--- src/rtl/mem_access_master.sv ---
// mem_access_master
//   Initiator side of the Memory ren/wen/addr/din/dout port. It takes single-word
//   or burst requests over a valid/ready handshake and turns each word into one
//   Memory cycle. Write data arrives over its own handshake, and read data is
//   returned as one pulse per word.
//   Every output is driven from a flop. Each Memory cycle is built so that
//   mem_ren and mem_wen are never high together, and so that mem_addr and
//   mem_din are held steady while a strobe is high. A write beat also keeps
//   addr and din for one extra cycle after its strobe.
//
// Ports
//   clock, reset        single clock; synchronous active-high reset
//   req_valid/ready     burst request handshake (req_ready high only when idle)
//   req_write/addr/len  burst direction, start word address, word count (0 -> 1)
//   wdata_valid/ready   per-beat write data handshake
//   wdata               write data word
//   rdata_valid/rdata   read word pulse; rdata holds until the next read word
//   done, err           end-of-burst pulse; err flags a beat address above 10 bits
//   busy                high whenever a burst is in progress
//   mem_*               Memory port (ren, wen, addr, din out; dout in)
module mem_access_master #(
  parameter int          LEN_W     = 4,
  parameter logic [31:0] ADDR_STEP = 32'd1
) (
  input  logic             clock,
  input  logic             reset,
  input  logic             req_valid,
  output logic             req_ready,
  input  logic             req_write,
  input  logic [31:0]      req_addr,
  input  logic [LEN_W-1:0] req_len,
  input  logic             wdata_valid,
  output logic             wdata_ready,
  input  logic [31:0]      wdata,
  output logic             rdata_valid,
  output logic [31:0]      rdata,
  output logic             done,
  output logic             err,
  output logic             busy,
  output logic             mem_ren,
  output logic             mem_wen,
  output logic [31:0]      mem_addr,
  output logic [31:0]      mem_din,
  input  logic [31:0]      mem_dout
);

  typedef enum logic [2:0] {
    S_IDLE,
    S_SETUP,
    S_STROBE,
    S_HOLD,
    S_DONE
  } state_t;

  state_t           state_q, state_d;
  logic             write_q, write_d;
  logic [31:0]      addr_q, addr_d;
  logic [31:0]      din_q, din_d;
  logic [LEN_W-1:0] beats_q, beats_d;
  logic             err_q, err_d;
  logic [31:0]      rdata_q, rdata_d;
  logic             rdata_valid_q, rdata_valid_d;
  logic             done_q, done_d;
  logic             busy_q, busy_d;
  logic             req_ready_q, req_ready_d;
  logic             wdata_ready_q, wdata_ready_d;
  logic             ren_q, ren_d;
  logic             wen_q, wen_d;

  logic             beat_end;
  logic [LEN_W-1:0] beats_left;
  logic [31:0]      next_addr;

  assign beats_left = beats_q - LEN_W'(1);
  assign next_addr  = addr_q + ADDR_STEP;

  // Next-state and datapath
  always_comb begin
    state_d  = state_q;
    write_d  = write_q;
    addr_d   = addr_q;
    din_d    = din_q;
    beats_d  = beats_q;
    err_d    = err_q;
    rdata_d  = rdata_q;
    beat_end = 1'b0;

    case (state_q)
      S_IDLE: begin
        if (req_valid && req_ready_q) begin
          write_d = req_write;
          addr_d  = req_addr;
          beats_d = (req_len == '0) ? LEN_W'(1) : req_len;
          err_d   = |req_addr[31:10];
          state_d = S_SETUP;
        end
      end
      S_SETUP: begin
        if (!write_q) begin
          state_d = S_STROBE;
        end else if (wdata_valid && wdata_ready_q) begin
          din_d   = wdata;
          state_d = S_STROBE;
        end
      end
      S_STROBE: begin
        if (write_q) begin
          state_d = S_HOLD;
        end else begin
          // Memory read is combinational: capture dout while ren is high.
          rdata_d  = mem_dout;
          beat_end = 1'b1;
        end
      end
      S_HOLD: begin
        beat_end = 1'b1;
      end
      S_DONE: begin
        state_d = S_IDLE;
      end
      default: begin
        state_d = S_IDLE;
      end
    endcase

    // The address only moves on the edge out of a strobe-free cycle or out of
    // a read strobe. The new value therefore first appears in SETUP, where
    // both strobes are low.
    if (beat_end) begin
      beats_d = beats_left;
      if (beats_left != '0) begin
        addr_d  = next_addr;
        err_d   = err_q | (|next_addr[31:10]);
        state_d = S_SETUP;
      end else begin
        state_d = S_DONE;
      end
    end
  end

  // Registered outputs are decoded from the state being entered.
  always_comb begin
    req_ready_d   = (state_d == S_IDLE);
    busy_d        = (state_d != S_IDLE);
    wdata_ready_d = (state_d == S_SETUP) && write_d;
    ren_d         = (state_d == S_STROBE) && !write_d;
    wen_d         = (state_d == S_STROBE) && write_d;
    done_d        = (state_d == S_DONE);
    rdata_valid_d = (state_q == S_STROBE) && !write_q;
  end

  always_ff @(posedge clock) begin
    if (reset) begin
      state_q       <= S_IDLE;
      write_q       <= 1'b0;
      addr_q        <= '0;
      din_q         <= '0;
      beats_q       <= '0;
      err_q         <= 1'b0;
      rdata_q       <= '0;
      rdata_valid_q <= 1'b0;
      done_q        <= 1'b0;
      busy_q        <= 1'b0;
      req_ready_q   <= 1'b1;
      wdata_ready_q <= 1'b0;
      ren_q         <= 1'b0;
      wen_q         <= 1'b0;
    end else begin
      state_q       <= state_d;
      write_q       <= write_d;
      addr_q        <= addr_d;
      din_q         <= din_d;
      beats_q       <= beats_d;
      err_q         <= err_d;
      rdata_q       <= rdata_d;
      rdata_valid_q <= rdata_valid_d;
      done_q        <= done_d;
      busy_q        <= busy_d;
      req_ready_q   <= req_ready_d;
      wdata_ready_q <= wdata_ready_d;
      ren_q         <= ren_d;
      wen_q         <= wen_d;
    end
  end

  assign req_ready   = req_ready_q;
  assign wdata_ready = wdata_ready_q;
  assign rdata_valid = rdata_valid_q;
  assign rdata       = rdata_q;
  assign done        = done_q;
  assign err         = err_q;
  assign busy        = busy_q;
  assign mem_ren     = ren_q;
  assign mem_wen     = wen_q;
  assign mem_addr    = addr_q;
  assign mem_din     = din_q;

endmodule

--- config.mk ---
export PLATFORM = sky130hd
export DESIGN_NAME = mem_access_master
export DESIGN_NICKNAME = d
export VERILOG_FILES = /design/src/rtl/mem_access_master.sv
export SDC_FILE = /design/constraint.sdc
export NUM_CORES = 1
export LEC_CHECK = 0
export CORE_AREA = 2 2 116 107
export CTS_BUF_LIST = sky130_fd_sc_hd__clkbuf_8
export DETAILED_ROUTE_END_ITERATION = 10
export DIE_AREA = 0 0 118 109
export GPL_ROUTABILITY_DRIVEN = 0
export PLACE_DENSITY = 0.82
export SLEW_MARGIN = 0
export SYNTH_ARGS = -nofsm -noshare
export SYNTH_HDL_FRONTEND = slang
export SYNTH_SLANG_ARGS = --single-unit
export TNS_END_PERCENT = 5
--- constraint.sdc ---
create_clock -name clock -period 4.1 [get_ports clock]
set_clock_uncertainty 0.05 [all_clocks]
set_input_delay 0.615 -clock clock [delete_from_list [all_inputs] [get_ports clock]]
set_output_delay 0.615 -clock clock [all_outputs]
set_load 0.02 [all_outputs]
==> summary.md <==
| Metric | Value |
|---|---|
| Setup bufs post-CTS | `0` |
| Slew Limit Fails | `0` |
| CP arrival | `between 2000 and 3000 ps` |
| Worst path required time | `4380 ps` |
| DP HPWL | `~11000 µm` |
| Pin count of the biggest net entering global routing | `76` |
| Vias per cell | `between 5 and 6` |
| Hold path depth | `2` |
| Critical path cell sequence | `inv_1, ha_1, o21bai_1, o21a_1, o21a_1, nor2_1, o21ai_0, a31oi_1` |
| RSZ-0062 raised after global routing | `false` |
| Final Hold Fails | `0` |
| Int Power | `1.86 mW` |
| Max Clock Freq | `between 0.3 and 0.4 GHz` |
| P&R area growth vs syn | `45.9%` |
| Hold path endpoint | `rdata[5]` |
| Logic gate share of total power | `between 20 and 30%` |
| Synth Warn # | `0` |
| Worst Setup Start Kind | `flop` |
| Initial antenna violation count | `0` |
| Vias in the first global route | `4924` |
| Slowest cell on crit path | `nor2_1` |
| Post-synth EDFFs | `0` |
| Clock power frac | `between 20% and 30%` |
| RR Startpoint | `beats_q[0]` |
| Number of remaining DRC errors | `0` |
| Sequential fraction of the synthesis area | `a little over two fifths` |
| Cell variety after synth | `56` |
| Net switching power | `approximately 930 µW` |
| CTS Hold Bufs | `0` |
| Sequential power share | `46.6%` |
| Die width | `118 µm` |
| Top delay family on crit path | `compound AO/OA/AOI/OAI gates` |
| Setup TNS | `0 ps` |
| Vias | `about 5600` |
| Slew @ Worst Pin | `around 1100 ps` |
| Kind of critical path | `reg2reg` |
| Starting Density | `a little over two fifths` |
| Leak | `2.56 nW` |
| Crit end category | `flop` |
| DRT antenna net count | `0` |
| Clock sinks | `112` |
| Fin crit share | `65.4%` |
| Routed wire per std cell | `about 15 µm` |
| Post-synthesis cell area | `slightly above 0.005 mm²` |
| Depth of the worst register-to-register path | `8` |
| Largest stage delay, worst path | `around 770 ps` |
| Reg2Reg Setup Slack | `roughly 1400 ps` |
| Starting DRC count in detailed routing | `about 420` |
| Share of cells above drive strength 1 | `5.09%` |
| TritonCTS clock tree | `built` |
| Die area | `between 0.01 and 0.015 mm²` |
| CP Buf/Inv Count | `1` |
| Most frequent cells in the layout | `207 x clkdlybuf4s50_1, 177 x nand2_1, 112 x dfxtp_1, 89 x a21oi_1, 52 x nor2_1` |
| Top cell by count, worst path | `o21a_1` |
| Status | `completed` |
| Worst-skew pair later-pin latency | `roughly 400 ps` |
| Placed inst area | `around 0.0073 mm²` |
| Post-Synthesis Cells | `just under 700` |
| Total track usage | `23.5%` |
| Max-cap violations | `0` |
| Finished Cell Area | `~0.0075 mm²` |
| Max-slew headroom | `around 26%` |
| Net Sw Frac | `between 30% and 40%` |
| Final setup viols | `0` |
| Predominant post-synthesis flop cell | `dfxtp_1` |
| TritonRoute pass-1 iters | `5` |
| CTS buffer count | `9` |
| Tot Pwr | `2.78 mW` |
| WP depth | `8` |
| Clk slew on worst S/H paths | `100 ps` |
| Buffers on Ports | `roughly 210` |
| Most common cell after layout, fill and taps aside | `clkdlybuf4s50_1` |
| Reg2reg end | `mem_addr[20]` |
| PD cells | `around 370 mW/mm²` |
| Grt total ovfl | `0` |
| Routed WL | `approximately 15000 µm` |
| Critical path fanouts, max | `13` |
| Seq cells post-synth | `~110` |
| Ant diodes | `0` |
| Min cycle time layout | `around 2700 ps` |
| Clk root buf | `clkbuf_8` |
| Hold Path Class | `reg2reg` |
| Core Area | `0.0117 mm²` |
| Resized cells post-CTS | `0` |
| Syn_nets | `a little under 800` |
| Final #Nets | `a little under 1000` |
| Htree depth | `3` |
| Die height | `about 110 µm` |
| Mean Syn Cell Area | `7.58 µm²` |
| Max Root-Sink Buffers | `2` |
| Hold path startpoint | `rdata[5]` |
| Site Rows | `38` |
| IO Pins | `between 200 and 250` |
| Peak VDD IR | `~0.32 mV` |
| First-pass GRT wire length | `roughly 24000 µm` |
| Post-synthesis async set-or-reset flop share | `0%` |
==> metal layers <==
layer  part of all wire (%)  wire (µm)  GRT usage (%)  up-vias
met5                      0          0              0        -
met4                    1.4        209           7.49        0
met3                    8.6       1330           6.33       19
met2                     46       7000           37.0      258
met1                     44       6800           31.6     2548
li1                       -          -              -     2727
==> how the worst max path moves through the flow <==
stage	end	from	slack (ps)
floorplan	err	mem_addr[0]	1650
global placement	mem_addr[26]	req_valid	1350
detailed placement	mem_addr[26]	req_valid	1350
CTS	mem_addr[11]	beats_q[0]	1440
global route	err	mem_addr[0]	1230
finish	mem_addr[20]	beats_q[0]	1420
==> Yosys cell counts (2+ instances only) <==
cell type	count	area share [%]
or3_1	5	0.61
mux2_2	3	0.66
nor2b_1	3	0.36
ha_1	3	0.73
buf_2	7	0.68
and2_1	3	0.36
xnor2_1	2	0.34
a32oi_1	4	0.68
a222oi_1	4	0.78
or2_2	2	0.24
mux2i_1	9	1.7
nand2b_1	5	0.61
and3_1	3	0.36
nor3_1	13	1.3
nor2_1	52	3.8
nand2_1	177	13
xor2_1	9	1.5
o21ai_0	26	2.5
a211oi_1	8	1.2
nor4_1	17	2.1
nand3_1	17	1.7
o22ai_1	2	0.24
a21oi_1	89	8.6
o21a_1	2	0.29
a31oi_1	7	0.85
and3b_1	2	0.34
nand4_1	15	1.8
inv_1	9	0.66
a221oi_1	8	1.4
dfxtp_1	112	43
a21o_1	2	0.29
clkbuf_1	36	2.6
==> flip-flops by register name, indices dropped and copies added (netlist names), 3 cells and up <==
name      count
mem_addr     32
mem_din      32
rdata        32
beats_q       4
state_q       3
==> kinds of logic after synthesis <==
| group | synth area share, % |
|---|---|
| muxes | 2.40 |
| buffers and inverters | 4.39 |
| adders and majority gates | 0.728 |
| and+or+nand+nor | 29.4 |
| AOI/OAI and AO/OA | 17.7 |
| DFF | 43.5 |
| xor gates and xnor gates | 1.87 |
==> worst reg2reg max path, cell delays in order (launching register included) <==
cell	delay, ps
dfxtp_1	450
inv_1	70
ha_1	260
o21bai_1	180
o21a_1	210
o21a_1	200
nor2_1	770
o21ai_0	240
a31oi_1	190
==> area by class of cell <==
type                       instances  area, µm²
fill                            1047       4220
multi-input combinational        513       2710
sequential                       112       2240
timing repair buffer             215       2130
tap                              160        200
clock buffer                      10        138
clock inverter                     6       67.6
inverter                           9       33.8
==> power by group through the flow <==
| stage | Sequential [mW] | Combinational (mW) | Clock [mW] |
|---|---|---|---|
| after detailed placement | 1.32 | 0.789 | 0 |
| final | 1.30 | 0.793 | 0.695 |
| after CTS | 1.29 | 0.794 | 0.718 |
| after global placement | 1.31 | 0.783 | 0 |
| after global routing | 1.31 | 0.860 | 0.755 |
| after floorplan | 1.37 | 0.375 | 0 |
==> through the flow <==
step / setup slack (ps) / std cells / util (%) / hold WS (ps)
final: 1420 / 1025 / 64.1 / 408
after global routing: 1230 / 1025 / 64.1 / 428
after CTS: 1440 / 1025 / 64.1 / 410
after detailed placement: 1350 / 1009 / 62.3 / 396
after global placement: 1350 / 1009 / 62.3 / 390
after floorplan: 1650 / 680 / - / 482
Note: power is estimated with default switching activity, not from simulation.
